File: src/rtl/loader_pkg.sv
// rtl/loader_pkg.sv - state encoding and constants for the instruction-memory loader
package loader_pkg;

  typedef enum logic [2:0] {
    IDLE,
    HDR,
    DATA,
    WRITE,
    CHK,
    DONE,
    ERR
  } loader_state_t;

  localparam int WORD_BYTES = 4;

endpackage

File: src/rtl/ins_mem_loader.sv
// rtl/ins_mem_loader.sv - byte-stream instruction-memory loader (header count, LE words, optional XOR trailer)
// Optional trailing checksum byte enabled by defining LOADER_CHECKSUM_EN.
module ins_mem_loader
  import loader_pkg::*;
#(
  parameter int DEPTH_WORDS = 64,
  parameter int ADDR_W      = 8
) (
  input  logic              clk,
  input  logic              reset,
  input  logic              load_start,
  input  logic              in_valid,
  input  logic [7:0]        in_byte,
  output logic              in_ready,
  output logic              mem_wr_en,
  output logic [ADDR_W-1:0] mem_wr_addr,
  output logic [31:0]       mem_wr_data,
  output logic              cpu_hold,
  output logic              load_done,
  output logic              load_err
);

  loader_state_t state, nxt;
  logic [7:0]    n_words;
  logic [7:0]    word_idx;
  logic [1:0]    byte_cnt;
  logic [23:0]   word_buf;
  logic          xfer;
  logic          last_byte;
  logic          last_word;
`ifdef LOADER_CHECKSUM_EN
  logic [7:0]    csum;
`endif

  assign xfer      = in_valid && in_ready;
  assign last_byte = (byte_cnt == 2'(WORD_BYTES - 1));
  assign last_word = (({1'b0, word_idx} + 9'd1) >= {1'b0, n_words});

  always_comb begin
    nxt = state;
    case (state)
      IDLE:  if (load_start) nxt = HDR;
      HDR:   if (xfer) nxt = ((in_byte == 8'd0) || (32'(in_byte) > DEPTH_WORDS)) ? ERR : DATA;
      DATA:  if (xfer && last_byte) nxt = WRITE;
`ifdef LOADER_CHECKSUM_EN
      WRITE: nxt = last_word ? CHK : DATA;
      CHK:   if (xfer) nxt = (in_byte == csum) ? DONE : ERR;
`else
      WRITE: nxt = last_word ? DONE : DATA;
`endif
      DONE:  nxt = IDLE;
      ERR:   nxt = IDLE;
      default: nxt = IDLE;
    endcase
  end

  // Outputs are registered from the next state so they line up with the state they describe.
  always_ff @(posedge clk or negedge reset) begin
    if (!reset) begin
      state       <= IDLE;
      in_ready    <= 1'b0;
      cpu_hold    <= 1'b0;
      mem_wr_en   <= 1'b0;
      mem_wr_addr <= '0;
      mem_wr_data <= '0;
      load_done   <= 1'b0;
      load_err    <= 1'b0;
      n_words     <= '0;
      word_idx    <= '0;
      byte_cnt    <= '0;
      word_buf    <= '0;
`ifdef LOADER_CHECKSUM_EN
      csum        <= '0;
`endif
    end else begin
      state     <= nxt;
      in_ready  <= (nxt == HDR) || (nxt == DATA) || (nxt == CHK);
      cpu_hold  <= (nxt == HDR) || (nxt == DATA) || (nxt == WRITE) || (nxt == CHK);
      mem_wr_en <= (nxt == WRITE);
      case (state)
        IDLE: if (load_start) begin
          load_done <= 1'b0;
          load_err  <= 1'b0;
          word_idx  <= '0;
          byte_cnt  <= '0;
`ifdef LOADER_CHECKSUM_EN
          csum      <= '0;
`endif
        end
        HDR: if (xfer) n_words <= in_byte;
        DATA: if (xfer) begin
          byte_cnt <= byte_cnt + 2'd1;
`ifdef LOADER_CHECKSUM_EN
          csum     <= csum ^ in_byte;
`endif
          case (byte_cnt)
            2'd0: word_buf[7:0]   <= in_byte;
            2'd1: word_buf[15:8]  <= in_byte;
            2'd2: word_buf[23:16] <= in_byte;
            default: begin
              mem_wr_addr <= ADDR_W'({word_idx, 2'b00});
              mem_wr_data <= {in_byte, word_buf};
            end
          endcase
        end
        WRITE: word_idx <= word_idx + 8'd1;
        default: ;
      endcase
      if (nxt == DONE) load_done <= 1'b1;
      if (nxt == ERR)  load_err  <= 1'b1;
    end
  end

endmodule

File: config.mk
export PLATFORM = sky130hd
export DESIGN_NAME = ins_mem_loader
export DESIGN_NICKNAME = d
export VERILOG_FILES = /design/src/rtl/loader_pkg.sv /design/src/rtl/ins_mem_loader.sv
export SDC_FILE = /design/constraint.sdc
export NUM_CORES = 1
export LEC_CHECK = 0
export ABC_AREA = 1
export CORE_MARGIN = 5
export CORE_UTILIZATION = 48
export DETAILED_ROUTE_END_ITERATION = 10
export PLACE_DENSITY_LB_ADDON = 0.3
export SYNTH_ARGS = -nofsm -noshare
export SYNTH_HDL_FRONTEND = slang
export SYNTH_SLANG_ARGS = --single-unit
File: constraint.sdc
create_clock -name clk -period 2.03 [get_ports clk]
set_input_delay 0.406 -clock clk [delete_from_list [all_inputs] [get_ports clk]]
set_output_delay 0.406 -clock clk [all_outputs]
set_load 0.03 [all_outputs]
==> results of run 1 <==
cell type report:
| class | instances | area (µm²) | area share |
|---|---|---|---|
| Timing Repair Buffer | 78 | 743 | 0.153 |
| Multi-Input combinational cell | 231 | 1390 | 0.286 |
| Tap cell | 102 | 128 | 0.0263 |
| Sequential cell | 88 | 2200 | 0.454 |
| Clock inverter | 4 | 52.6 | 0.0108 |
| Inverter | 49 | 184 | 0.0379 |
| Clock buffer | 11 | 151 | 0.0312 |
state kept, by name, indices dropped and copies added (netlist names):
register / flops
mem_wr_en: 1
state: 3
word_buf: 24
byte_cnt: 2
load_done: 1
word_idx: 8
load_err: 1
in_ready: 1
mem_wr_addr: 6
mem_wr_data: 32
cpu_hold: 1
n_words: 8
timing repair:
item / in CTS / in global routing
buffers inserted: 4 / 1
pin swaps: 13 / 10
setup endpoints to repair: 5 / 6
resized for setup: 8 / 7
through the flow:
step	util	total power, µW
6_report	0.627	4870
5_1_grt	0.627	5210
4_1_cts	0.624	4900
3_5_place_dp	0.591	3630
3_3_place_gp	0.591	3560
2_1_floorplan	-	3160
routing by layer:
layer,share of wire,vias to the layer above,wire length (µm),track usage
met4,0.017,0,133,0.0651
met5,0,-,0,0
met2,0.49,51,3780,0.264
met1,0.45,1307,3500,0.214
met3,0.047,13,362,0.0311
li1,-,1359,-,-
worst max path at each step:
stage | endpoint | cells after the start | slack [ns] | startpoint
3_5_place_dp | cpu_hold | 18 | -0.20 | word_idx[0]
3_3_place_gp | cpu_hold | 18 | -0.12 | word_idx[0]
2_1_floorplan | cpu_hold | 18 | -0.009 | word_idx[0]
4_1_cts | cpu_hold | 19 | -0.15 | word_idx[0]
5_1_grt | cpu_hold | 19 | -0.41 | word_idx[0]
6_report | cpu_hold | 19 | -0.22 | word_idx[2]
cell usage after synthesis (2+ instances only):
cell                        n  area share
sky130_fd_sc_hd__nand2_1   97       0.096
sky130_fd_sc_hd__dfrtp_1   88        0.58
sky130_fd_sc_hd__o21ai_0   65       0.086
sky130_fd_sc_hd__inv_1     49       0.049
sky130_fd_sc_hd__mux2_4    16       0.063
sky130_fd_sc_hd__ha_1      14       0.046
sky130_fd_sc_hd__nor2_1    11       0.011
sky130_fd_sc_hd__clkbuf_1   5      0.0050
sky130_fd_sc_hd__nand3_1    5      0.0066
sky130_fd_sc_hd__a21oi_1    4      0.0053
sky130_fd_sc_hd__nor3_2     4       0.011
sky130_fd_sc_hd__buf_2      3      0.0040
sky130_fd_sc_hd__xor2_1     3      0.0069
sky130_fd_sc_hd__buf_4      2      0.0040
sky130_fd_sc_hd__buf_6      2      0.0059
sky130_fd_sc_hd__o22ai_1    2      0.0033
where the power goes:
group / internal (µW) / switching, µW / leakage [µW]
combinational: 514 / 804 / 0.00123
sequential: 2120 / 199 / 0.00116
clock: 634 / 600 / 0.000106
total: 3270 / 1600 / 0.00249
cell families (layout without fill, tap and decap cells):
| kind of cell | count (synthesis) | count (layout) | share of synthesized area |
|---|---|---|---|
| compound gates | 72 | 72 | 0.0964 |
| xor+xnor | 3 | 3 | 0.00693 |
| fa+ha+maj | 14 | 14 | 0.0462 |
| buf+inv | 61 | 142 | 0.0673 |
| flops | 88 | 88 | 0.581 |
| mux | 16 | 16 | 0.0634 |
| other cells | 1 | 2 | 0.000989 |
| simple gates | 124 | 124 | 0.138 |
==> run_results.csv, run 1 <==
group,metric,value,unit
clock_tree,numCtsBuffers,9,
yosys,netlist_cell_types,25,
global_route,grt_util_all_layers,0.162,
clock_tree,clock_tree.root_cell,"sky130_fd_sc_hd__clkbuf_8",
timing,final-setup-viol-count,5,
finish,fin_nets,483,
floorplan,placement_rows,32,
drt,drt.antenna.violating_nets,0,
finish,final.fill_count,641,
min_path,timing.hold.worst.class,"input port to async pin",
drt,number_of_vias_after_detailed_routing,2730,
worst_setup_path,crit_family,"simple AND/OR/NAND/NOR gates",
finish,finalInstanceArea,4850,µm²
timing,timing_hold_violations_final,0,
worst_setup_path,critPathMaxFanout,3,
finish,post_layout_nonfiller_instances,563,
floorplan,die-area,9780,µm²
global_route,overflow,0,
yosys,synth_warnings,0,
global_route,grt_first_pass_wirelength,12.7,mm
floorplan,chipWidth,98.9,µm
clock_tree,clock_latency,0.35,ns
finish,final_cell_mix,"sky130_fd_sc_hd__nand2_1, sky130_fd_sc_hd__dfrtp_1, sky130_fd_sc_hd__o21ai_0",
worst_setup_path,crit_chain,"inv_1 -> nor3_4 -> or2_2 -> nand2_2 -> inv_1 -> ha_1 -> nand2_2 -> nor2_1 -> nand2_1 -> nand3_1 -> nand2_1 -> nand2_1 -> nand2_2 -> nand2_2 -> nand2_2 -> nand2_2 -> nor2_1 -> nand2_1 -> nand2_1",
status,failed_checks,"setup timing",
worst_setup_path,regToRegEndpoint,"cpu_hold",
worst_setup_path,timing.critical_path.mode_cell,"sky130_fd_sc_hd__nand2_2",
clock_tree,clock_sink_count,88,
place,port_buffers,54,
yosys,yosysSeqAreaShare,0.581,
finish,drive_above_1_share,0.174,
yosys,fraction_of_registers_with_async_set_reset,1.00,
drt,avgRoutedWirePerCell,13.8,µm
power,p_leak,0.00249,µW
worst_setup_path,worst_ep_arrival_time,2.49,ns
timing,clock-skew-final,0.00893,ns
timing,grt_setup_unrepaired,"yes",
worst_setup_path,worst_setup_path_start_kind,"flip-flop",
power,p_per_area,1010,nW/µm²
yosys,postSynthRegisterBits,88,
global_route,grt_antenna_before_repair,0,
drt,vias_per_cell,4.85,
timing,postLayoutSetupSlackWorst,-0.222,ns
yosys,number_of_enable_type_register_cells_in_the_synthesized_netlist,0,
timing,final.setup.tns,-0.665,ns
worst_setup_path,regToRegStartpoint,"word_idx[2]",
yosys,post_synthesis_instance_total,379,
place,place_ws,-0.198,ns
timing,worst_hold_check_slack,0.0834,ns
finish,synthToLayoutAreaGrowth,27.9,%
clock_tree,clock_tree_from_tritoncts,"built",
clock_tree,hold_buffers,0,
worst_setup_path,endpoint_kind,"flip-flop",
timing,drv_slew,0,
worst_setup_path,crit_type,"flip-flop to flip-flop",
place,dp_hpwl,5.36,mm
power,irDropWorstVdd,0.619,mV
place,place.gp.congestion,0.802,
worst_setup_path,slowest_delay,0.39,ns
yosys,postSynth.topFlopCell,"sky130_fd_sc_hd__dfrtp_1",
global_route,number_of_global_route_vias_before_repair,2645,
floorplan,initial_core_util,0.491,
drt,drtPass1Iterations,4,
worst_setup_path,timing.critical_path.buf_inv,2,
yosys,syn-mean-instance-area,10.0,µm²
floorplan,io_pins,57,
status,run_status,"finished, violations left",
global_route,grt_start_max_net_pins,89,
drt,remaining_routing_drc_violations,0,
job,maxCapViolations,0,
worst_setup_path,cp_slowest_cell,"sky130_fd_sc_hd__dfrtp_1",
finish,antenna-diode-count,0,
place,numPlacedInstances,543,
floorplan,fp.dieH,98.9,µm
timing,timing.fmax,444,MHz
worst_setup_path,critPathRequiredTime,2.26,ns
place,placed_instance_area,4570,µm²
drt,detail_route.wirelength,7.77,mm
worst_setup_path,timing.reg2reg.worst_path_depth,19,
worst_setup_path,reg2reg_slack,-0.22,ns
clock_tree,clkTransAtPathRegs,0.09,ns
yosys,mappedNetlistArea,3790,µm²
drt,drt_first_iter_violations,125,
floorplan,placeableCoreArea,7730,µm²
clock_tree,htreeDepth,3,
timing,finalCritPeriodShare,1.11,
timing,period_needed,2.25,ns
clock_tree,cts.path.max_buffers,2,
(Power assumes the default switching activity.)
==> run 2, diff against run 1 <==
--- a/config.mk
+++ b/config.mk
@@ -10,6 +10,7 @@
 export CORE_UTILIZATION = 48
 export DETAILED_ROUTE_END_ITERATION = 10
 export PLACE_DENSITY_LB_ADDON = 0.3
+export SLEW_MARGIN = 20
 export SYNTH_ARGS = -nofsm -noshare
 export SYNTH_HDL_FRONTEND = slang
 export SYNTH_SLANG_ARGS = --single-unit
==> results of run 2 <==
Final layout, timing and power as in run 1 (identical DEF).
==> run 3, diff against run 2 <==
--- a/config.mk
+++ b/config.mk
@@ -6,6 +6,7 @@
 export NUM_CORES = 1
 export LEC_CHECK = 0
 export ABC_AREA = 1
+export CAP_MARGIN = 20
 export CORE_MARGIN = 5
 export CORE_UTILIZATION = 48
 export DETAILED_ROUTE_END_ITERATION = 10
==> results of run 3 <==
Final layout, timing and power as in run 1 (identical DEF).
